<file path="config.mk">
export PLATFORM = sky130hd
export DESIGN_NAME = l2_pmem_burst_responder
export DESIGN_NICKNAME = d
export VERILOG_FILES = /design/src/rtl/l2_pmem_burst_responder.sv
export SDC_FILE = /design/constraint.sdc
export NUM_CORES = 1
export LEC_CHECK = 0
export ABC_AREA = 1
export CORE_ASPECT_RATIO = 0.7
export CORE_UTILIZATION = 23
export CTS_BUF_LIST = sky130_fd_sc_hd__clkbuf_4
export DETAILED_ROUTE_END_ITERATION = 10
export SETUP_SLACK_MARGIN = 0.15
export SLEW_MARGIN = 25
export SYNTH_ARGS = -nofsm -noshare
export SYNTH_HDL_FRONTEND = slang
export SYNTH_SLANG_ARGS = --single-unit
</file>
<file path="constraint.sdc">
create_clock -name clk -period 2.6 [get_ports clk]
set_clock_uncertainty 0.1 [all_clocks]
set_input_delay 0.39 -clock clk [delete_from_list [all_inputs] [get_ports clk]]
set_output_delay 0.39 -clock clk [all_outputs]
set_load 0.02 [all_outputs]
</file>
<file path="src/rtl/l2_pmem_burst_responder.sv">
// Memory-side responder for the L2 pmem interface: turns one full-line read or write
// into a BEATS-long burst on the DRAM port and pulses resp_o when the line has moved.
module l2_pmem_burst_responder #(
  parameter int LINE_W  = 256,
  parameter int BURST_W = 64,
  parameter int ADDR_W  = 32
) (
  input  logic               clk,
  input  logic               rst,
  input  logic               read_i,
  input  logic               write_i,
  input  logic [ADDR_W-1:0]  address_i,
  input  logic [LINE_W-1:0]  line_i,
  output logic [LINE_W-1:0]  line_o,
  output logic               resp_o,
  output logic               read_o,
  output logic               write_o,
  output logic [ADDR_W-1:0]  address_o,
  output logic [BURST_W-1:0] burst_o,
  input  logic [BURST_W-1:0] burst_i,
  input  logic               resp_i
);

  localparam int BEATS = LINE_W / BURST_W;
  localparam int OFF   = $clog2(LINE_W / 8);
  localparam int CNT_W = (BEATS > 1) ? $clog2(BEATS) : 1;
  localparam logic [CNT_W-1:0] LAST_BEAT = CNT_W'(BEATS - 1);

  typedef enum logic [1:0] {
    IDLE     = 2'd0,
    RD_BURST = 2'd1,
    WR_BURST = 2'd2,
    DONE     = 2'd3
  } state_t;

  state_t              state_q;
  logic [CNT_W-1:0]    cnt_q;
  logic [LINE_W-1:0]   buf_q;
  logic [ADDR_W-1:0]   addr_q;
  logic                read_q;
  logic                write_q;
  logic                resp_q;
  logic [ADDR_W-1:0]   addr_d;
  logic                unused_addr_bits;

  // Bursts always start at the line boundary; the beat index is implied by cnt_q.
  assign addr_d           = {address_i[ADDR_W-1:OFF], {OFF{1'b0}}};
  assign unused_addr_bits = ^address_i[OFF-1:0];

  always_ff @(posedge clk) begin
    if (rst) begin
      state_q <= IDLE;
      cnt_q   <= '0;
      buf_q   <= '0;
      addr_q  <= '0;
      read_q  <= 1'b0;
      write_q <= 1'b0;
      resp_q  <= 1'b0;
    end else begin
      case (state_q)
        IDLE: begin
          resp_q <= 1'b0;
          // Write-back wins over fill when both are requested together.
          if (write_i) begin
            buf_q   <= line_i;
            addr_q  <= addr_d;
            cnt_q   <= '0;
            write_q <= 1'b1;
            state_q <= WR_BURST;
          end else if (read_i) begin
            addr_q  <= addr_d;
            cnt_q   <= '0;
            read_q  <= 1'b1;
            state_q <= RD_BURST;
          end
        end
        RD_BURST: begin
          if (resp_i) begin
            buf_q[cnt_q*BURST_W +: BURST_W] <= burst_i;
            if (cnt_q == LAST_BEAT) begin
              cnt_q   <= '0;
              read_q  <= 1'b0;
              resp_q  <= 1'b1;
              state_q <= DONE;
            end else begin
              cnt_q <= cnt_q + CNT_W'(1);
            end
          end
        end
        WR_BURST: begin
          if (resp_i) begin
            if (cnt_q == LAST_BEAT) begin
              cnt_q   <= '0;
              write_q <= 1'b0;
              resp_q  <= 1'b1;
              state_q <= DONE;
            end else begin
              cnt_q <= cnt_q + CNT_W'(1);
            end
          end
        end
        DONE: begin
          // Requests are not sampled here, giving L2 this edge to drop them.
          resp_q  <= 1'b0;
          state_q <= IDLE;
        end
        default: begin
          state_q <= IDLE;
          read_q  <= 1'b0;
          write_q <= 1'b0;
          resp_q  <= 1'b0;
        end
      endcase
    end
  end

  assign resp_o    = resp_q;
  assign read_o    = read_q;
  assign write_o   = write_q;
  assign address_o = addr_q;
  assign line_o    = buf_q;
  assign burst_o   = write_q ? buf_q[cnt_q*BURST_W +: BURST_W] : '0;

endmodule
</file>
# After elaboration in Yosys (flattened, before gate mapping)
# Index checks and enable logic that the tools add are counted.
[totals]
regBits = 295
mem_bits_ro = 0
mem_count = 0
ram_bits = 0
elab_cells = 67
out_inout_bits = 355
latchBits = 0
[classes]
eq_ne = 14
n_addsub = 2
div_mod_pow = 0
n_lt_le_gt_ge = 0
multipliers = 0
n_mux = 27
n_reduce_logical = 14
n_shift = 3
bitwise = 0
[ops]
columns = ["operator", "count"]
rows = [
  ["2-to-1 mux 256 bit", 2],
  ["case mux 256 bit (2 select lines)", 1],
  ["bitwise mux 256 bit", 1],
  ["variable shift 64 x 34 -> 256 bit, first input constant", 1],
  ["indexed part select 256 x 9 -> 64 bit", 1],
  ["indexed part select 64 x 34 -> 256 bit", 1],
  ["2-to-1 mux 32 bit", 2],
  ["2-to-1 mux 64 bit", 1],
  ["negator 8 -> 34 bit", 1],
  ["2-to-1 mux 2 bit", 8],
  ["!= test 2 bit, second input constant", 7],
  ["AND reduction 3 bit", 3],
  ["nonzero test 2 bit", 4],
  ["2-to-1 mux 1 bit", 7],
  ["equality test 2 bit, second input constant", 3],
  ["case mux 1 bit (2 select lines)", 3],
  ["case mux 2 bit (3 select lines)", 1],
  ["AND reduction 5 bit", 1],
  ["!= test 2 x 1 -> 1 bit, second input constant", 2],
  ["case mux 2 bit (2 select lines)", 1],
  ["AND reduction 2 bit", 2],
  ["AND reduction 4 bit", 1],
  ["OR reduction 2 bit", 2],
  ["!= test 3 bit, second input constant", 1],
  ["3 further kinds", 3],
]

# Logic depth before layout (Yosys ltp)
[depth]
ltp_word = 5
mapped_depth = 13

# Worst setup path after synthesis
# No wires, ideal clock.
[synth_path]
path_type = "flip-flop to flip-flop"
from = "register cnt_q[0]"
to = "register buf_q[14], in the netlist line_o[14]"
period_less_slack_ns = 2.256
setup_time_ns = 0.064
path_slack_ns = 0.344
n_path_buf = 5
t_required_ns = 2.436
path_stages_with_launch = 13
t_arrival_ns = 2.092
path_cell_list = "dfxtp_1 -> buf_4 -> inv_1 -> buf_2 -> clkbuf_1 -> ha_1 -> buf_2 -> nor2_2 -> buf_2 -> nand3_1 -> nand2_1 -> nor2_1 -> nor2_1"
[synth_via]
elab_chain_cells = 5
elab_cells_between_ends = 6
cone_classes = "1 x add/sub; 2 x shift; 3 x mux"
[synth_rtl]
columns = ["item", "line", "source"]
rows = [
  ["from (decl)", "37", "logic [CNT_W-1:0] cnt_q;"],
  ["from (signal assigned)", "86", "cnt_q <= cnt_q + CNT_W'(1);"],
  ["from (signal assigned)", "98", "cnt_q <= cnt_q + CNT_W'(1);"],
  ["negator 8 -> 34 bit (*)", "79", "buf_q[cnt_q*BURST_W +: BURST_W] <= burst_i;"],
  ["indexed part select 64 x 34 -> 256 bit or variable shift 64 x 34 -> 256 bit (tied branches)", "79", ""],
  ["bitwise mux 256 bit (*)", "79", ""],
  ["2-to-1 mux 256 bit (*)", "78", "if (resp_i) begin"],
  ["case mux 256 bit (2 select lines) (*)", "60", "case (state_q)"],
  ["to (signal assigned)", "65", "buf_q <= line_i;"],
  ["to (signal, indexed assignment)", "79", ""],
  ["to (decl)", "38", "logic [LINE_W-1:0] buf_q;"],
]
# Every way passes the cells marked *; elsewhere a longest branch is shown, timed or not. The select of a mux whose other input is x is not followed.
# A chain may end at the register's enable or synchronous reset.

# Worst setup path after layout
[layout_path]
from = "register cnt_q[0]"
to = "output burst_o[31]"
[layout_via]
elab_chain_cells = 2
[layout_rtl]
columns = ["item", "line", "source"]
rows = [
  ["indexed part select 256 x 9 -> 64 bit", "122", "assign burst_o = write_q ? buf_q[cnt_q*BURST_W +: BURST_W] : '0;"],
  ["2-to-1 mux 64 bit", "122", ""],
  ["to (decl)", "19", "output logic [BURST_W-1:0] burst_o,"],
]
# Every way passes these cells.

==> results_dict.tcl <==
set metrics [dict create \
    outcome "finished, violations left" \
    failed_checks "setup timing" \
    cap_violations 0 \
    sink_count 290 \
    multi_input_comb_area_um2 10800 \
    final_weighted_congestion_in_routability_driven_placement 0.898 \
    overflow 0 \
    worst_slew_margin_rel 0.667 \
    post_synth.cell_area_avg_um2 5.56 \
    root_buffer "sky130_fd_sc_hd__clkbuf_4" \
    place_hpwl_mm 69.5 \
    netlist-cell-type-count 19 \
    antenna_violations_before_repair 12 \
    area_of_the_core_region_um2 81000 \
    totalWireLength_mm 115 \
    dieArea_um2 83500 \
    critical_path.startpoint_type "flip-flop" \
    largest_net_degree_at_the_start_of_global_routing 83 \
    starting_density_of_the_core 0.234 \
    power.leakage_nw 15.2 \
    final.hold.worst_slack_ns 0.113 \
    nets 4518 \
    finalSetupViolations 64 \
    tns_setup_ns -8.53 \
    ios 712 \
    tritoncts "yes" \
    final-seq-area_um2 5810 \
    first_drt_pass_iteration_count 6 \
    grt_first_pass_wirelength_mm 144 \
    synth_top_cell_by_area "sky130_fd_sc_hd__dfxtp_1" \
    post_drt_wl_per_cell_um 21.7 \
    num-fill-cells 8739 \
    die_x_um 345 \
    ys_async_sr_fraction 0 \
    synth_simple_gate_area_frac 0.426 \
    post_drt_via_cell_ratio 4.71 \
    synth_area_um2 18900 \
    post_route_cells_drive_above_1_share 0.118 \
    post-route-cell-area_um2 30600 \
    synth_warnings 0 \
    worst_hold_path_type "primary input to flip-flop" \
    drc 0 \
    synth_edf_count 0 \
    routed-via-count 24912 \
    total_count_of_hold_check_failures_in_the_final_report 0 \
    synth_top_family_by_area "simple AND/OR/NAND/NOR gates" \
    dr.first_iter.drc_count 2489 \
    ys_seq_area_frac 0.307 \
    timing_max_transition_violations_final 0 \
    ys_ff_latch 290 \
    synth-xor-area-share 0 \
    final_core_utilization 0.378 \
    num_rows 87 \
    post-synth-top-count-cell "sky130_fd_sc_hd__nand2_1" \
    cts-buffers-inserted 84 \
    tightestPinTransition_ns 0.499 \
    groute.usage.overall 0.228 \
    synth_cells 3406 \
    synth_largest_type_area_fraction 0.307 \
    critical_path_class "flip-flop to output pin" \
    peak_fanout_along_the_critical_path 8 \
    area_after_detailed_placement_um2 27400 \
    final_critical_path_setup_slack_ns -0.219 \
    setup_repair_after_global_routing_missed_its_margin "true" \
    worstPathArrival_ns 2.33 \
    post_synth_fa_ha_maj_area_fraction 0.00529 \
    most_frequently_used_flop_master_after_synthesis "sky130_fd_sc_hd__dfxtp_1" \
    mux_contribution_to_synthesized_area 0 \
    finalCriticalPeriod_ns 2.82 \
    first_global_vias 22105 \
    synth_compound_gate_area_share 0.111 \
    insertion_delay_ns 0.85 \
    fmax_mhz 355 \
    postRouteAntennaNets 0 \
    post-layout-total-power_mw 39.7 \
    cts_max_level 3 \
    area_delta_synth_final_pct 61.7 \
    place.port_buffers 701 \
    post_synth_most_frequent_cells "1052 x sky130_fd_sc_hd__nand2_1, 638 x sky130_fd_sc_hd__nor2_1, 397 x sky130_fd_sc_hd__inv_1" \
    worst-endpoint-required_ns 2.11 \
    peakVddDrop_uv 784 \
    clk_pin_slew_ns 0.07 \
    synth_area_leaders "sky130_fd_sc_hd__dfxtp_1 31%, sky130_fd_sc_hd__nand2_1 21%, sky130_fd_sc_hd__nor2_1 13%" \
    clk_path_buf_depth 3 \
    floorplan.die.height_um 242 \
    power_density_nw_per_um2 1300 \
    critical_path.endpoint_type "output pin" \
    period_share 1.08 \
]
==> layout make-up <==
type	instances	share of cell area
tap	1068	0.0437
clock buffer	121	0.0297
clock inverter	23	0.00327
inverter	402	0.0507
sequential	290	0.190
multi-input combinational	2458	0.352
antenna	6	0.000491
timing repair buffer	917	0.331
==> cell usage in the layout (no fill, tap or decap), types with 5 or more instances in the layout <==
cell type | synthesis | final
sky130_fd_sc_hd__buf_12 | 0 | 54
sky130_fd_sc_hd__nor2_1 | 638 | 634
sky130_fd_sc_hd__o21ai_0 | 221 | 136
sky130_fd_sc_hd__buf_8 | 0 | 13
sky130_fd_sc_hd__nand3_4 | 0 | 5
sky130_fd_sc_hd__clkinv_1 | 0 | 15
sky130_fd_sc_hd__buf_6 | 23 | 16
sky130_fd_sc_hd__inv_1 | 397 | 391
sky130_fd_sc_hd__diode_2 | 0 | 6
sky130_fd_sc_hd__ha_1 | 8 | 5
sky130_fd_sc_hd__clkbuf_16 | 0 | 28
sky130_fd_sc_hd__a21oi_2 | 0 | 70
sky130_fd_sc_hd__dlymetal6s2s_1 | 0 | 9
sky130_fd_sc_hd__clkbuf_4 | 0 | 121
sky130_fd_sc_hd__nand3_1 | 325 | 325
sky130_fd_sc_hd__conb_1 | 1 | 5
sky130_fd_sc_hd__dlygate4sd2_1 | 0 | 85
sky130_fd_sc_hd__o21ai_1 | 0 | 74
sky130_fd_sc_hd__o21ai_2 | 0 | 10
sky130_fd_sc_hd__dfxtp_1 | 290 | 288
sky130_fd_sc_hd__buf_16 | 0 | 15
sky130_fd_sc_hd__dlygate4sd3_1 | 0 | 32
sky130_fd_sc_hd__nand2_1 | 1052 | 1048
sky130_fd_sc_hd__inv_2 | 5 | 7
sky130_fd_sc_hd__a21oi_1 | 198 | 125
sky130_fd_sc_hd__clkdlybuf4s50_1 | 0 | 543
sky130_fd_sc_hd__buf_4 | 25 | 121
==> cell families (layout without fill, tap and decap cells) <==
family	Yosys count	in the layout
simple gates	2026	2026
fa+ha+maj	8	8
flops	290	290
compound gates	419	419
buf+inv	662	1463
other cells	1	11
==> per-stage QoR <==
| step | setup WS (ns) | instances |
|---|---|---|
| 2_1_floorplan | 0.344 | 3410 |
| 3_3_place_gp | 0.168 | 5023 |
| 3_5_place_dp | 0.188 | 5023 |
| 4_1_cts | -0.314 | 5209 |
| 5_1_grt | -0.339 | 5281 |
| 6_report | -0.219 | 5285 |
==> critical path: stages (launching register included) <==
cell and delay, ns:
sky130_fd_sc_hd__dfxtp_4 0.44, sky130_fd_sc_hd__clkinv_8 0.12, sky130_fd_sc_hd__buf_12 0.18, sky130_fd_sc_hd__clkbuf_16 0.18, sky130_fd_sc_hd__a21oi_2 0.11, sky130_fd_sc_hd__o21ai_0 0.09
sky130_fd_sc_hd__a21oi_1 0.16, sky130_fd_sc_hd__buf_4 0.18
==> worst paths after layout <==
path | cells past startpoint | from | to | slack [ns]
worst max register to register | 13 | cnt_q[0]$_SDFFE_PP0P_ | line_o[22]$_SDFFE_PP0P_ | 0.04
worst min-delay path | 5 | line_i[34] | line_o[34]$_SDFFE_PP0P_ | 0.11
worst min register to register | 2 | resp_o$_SDFFE_PP0P_ | resp_o$_SDFFE_PP0P_ | 0.35
worst max-delay path | 7 | cnt_q[0]$_SDFFE_PP0P_ | burst_o[31] | -0.22
==> routing by layer <==
layer	up-vias	wire, um	track usage
met5	-	66	0
met4	10	3210	0.0659
met3	190	13100	0.0629
li1	11973	-	-
met2	1456	50600	0.363
met1	11283	47800	0.298
==> registers in the layout, summed over array words and instances, names as in the netlist <==
name       flops
line_o       256
resp_o         1
write_o        1
address_o     27
read_o         1
cnt_q          2
state_q        2
==> timing repair <==
action	4_1_cts	5_1_grt
hold buffers	32	0
setup endpoints to repair	150	270
resized for setup	483	212
endpoints found under the hold margin	32	0
buffers inserted	7	30
pin swaps	13	51
gates cloned	3	40
==> power breakdown <==
part	total, mW	internal (mW)	switching [mW]
registers	8.45	6.69	1.75
logic	26.8	10.2	16.6
clock network	4.48	2.13	2.35
total	39.7	19.0	20.7
Note: power is estimated with default switching activity, not from simulation.
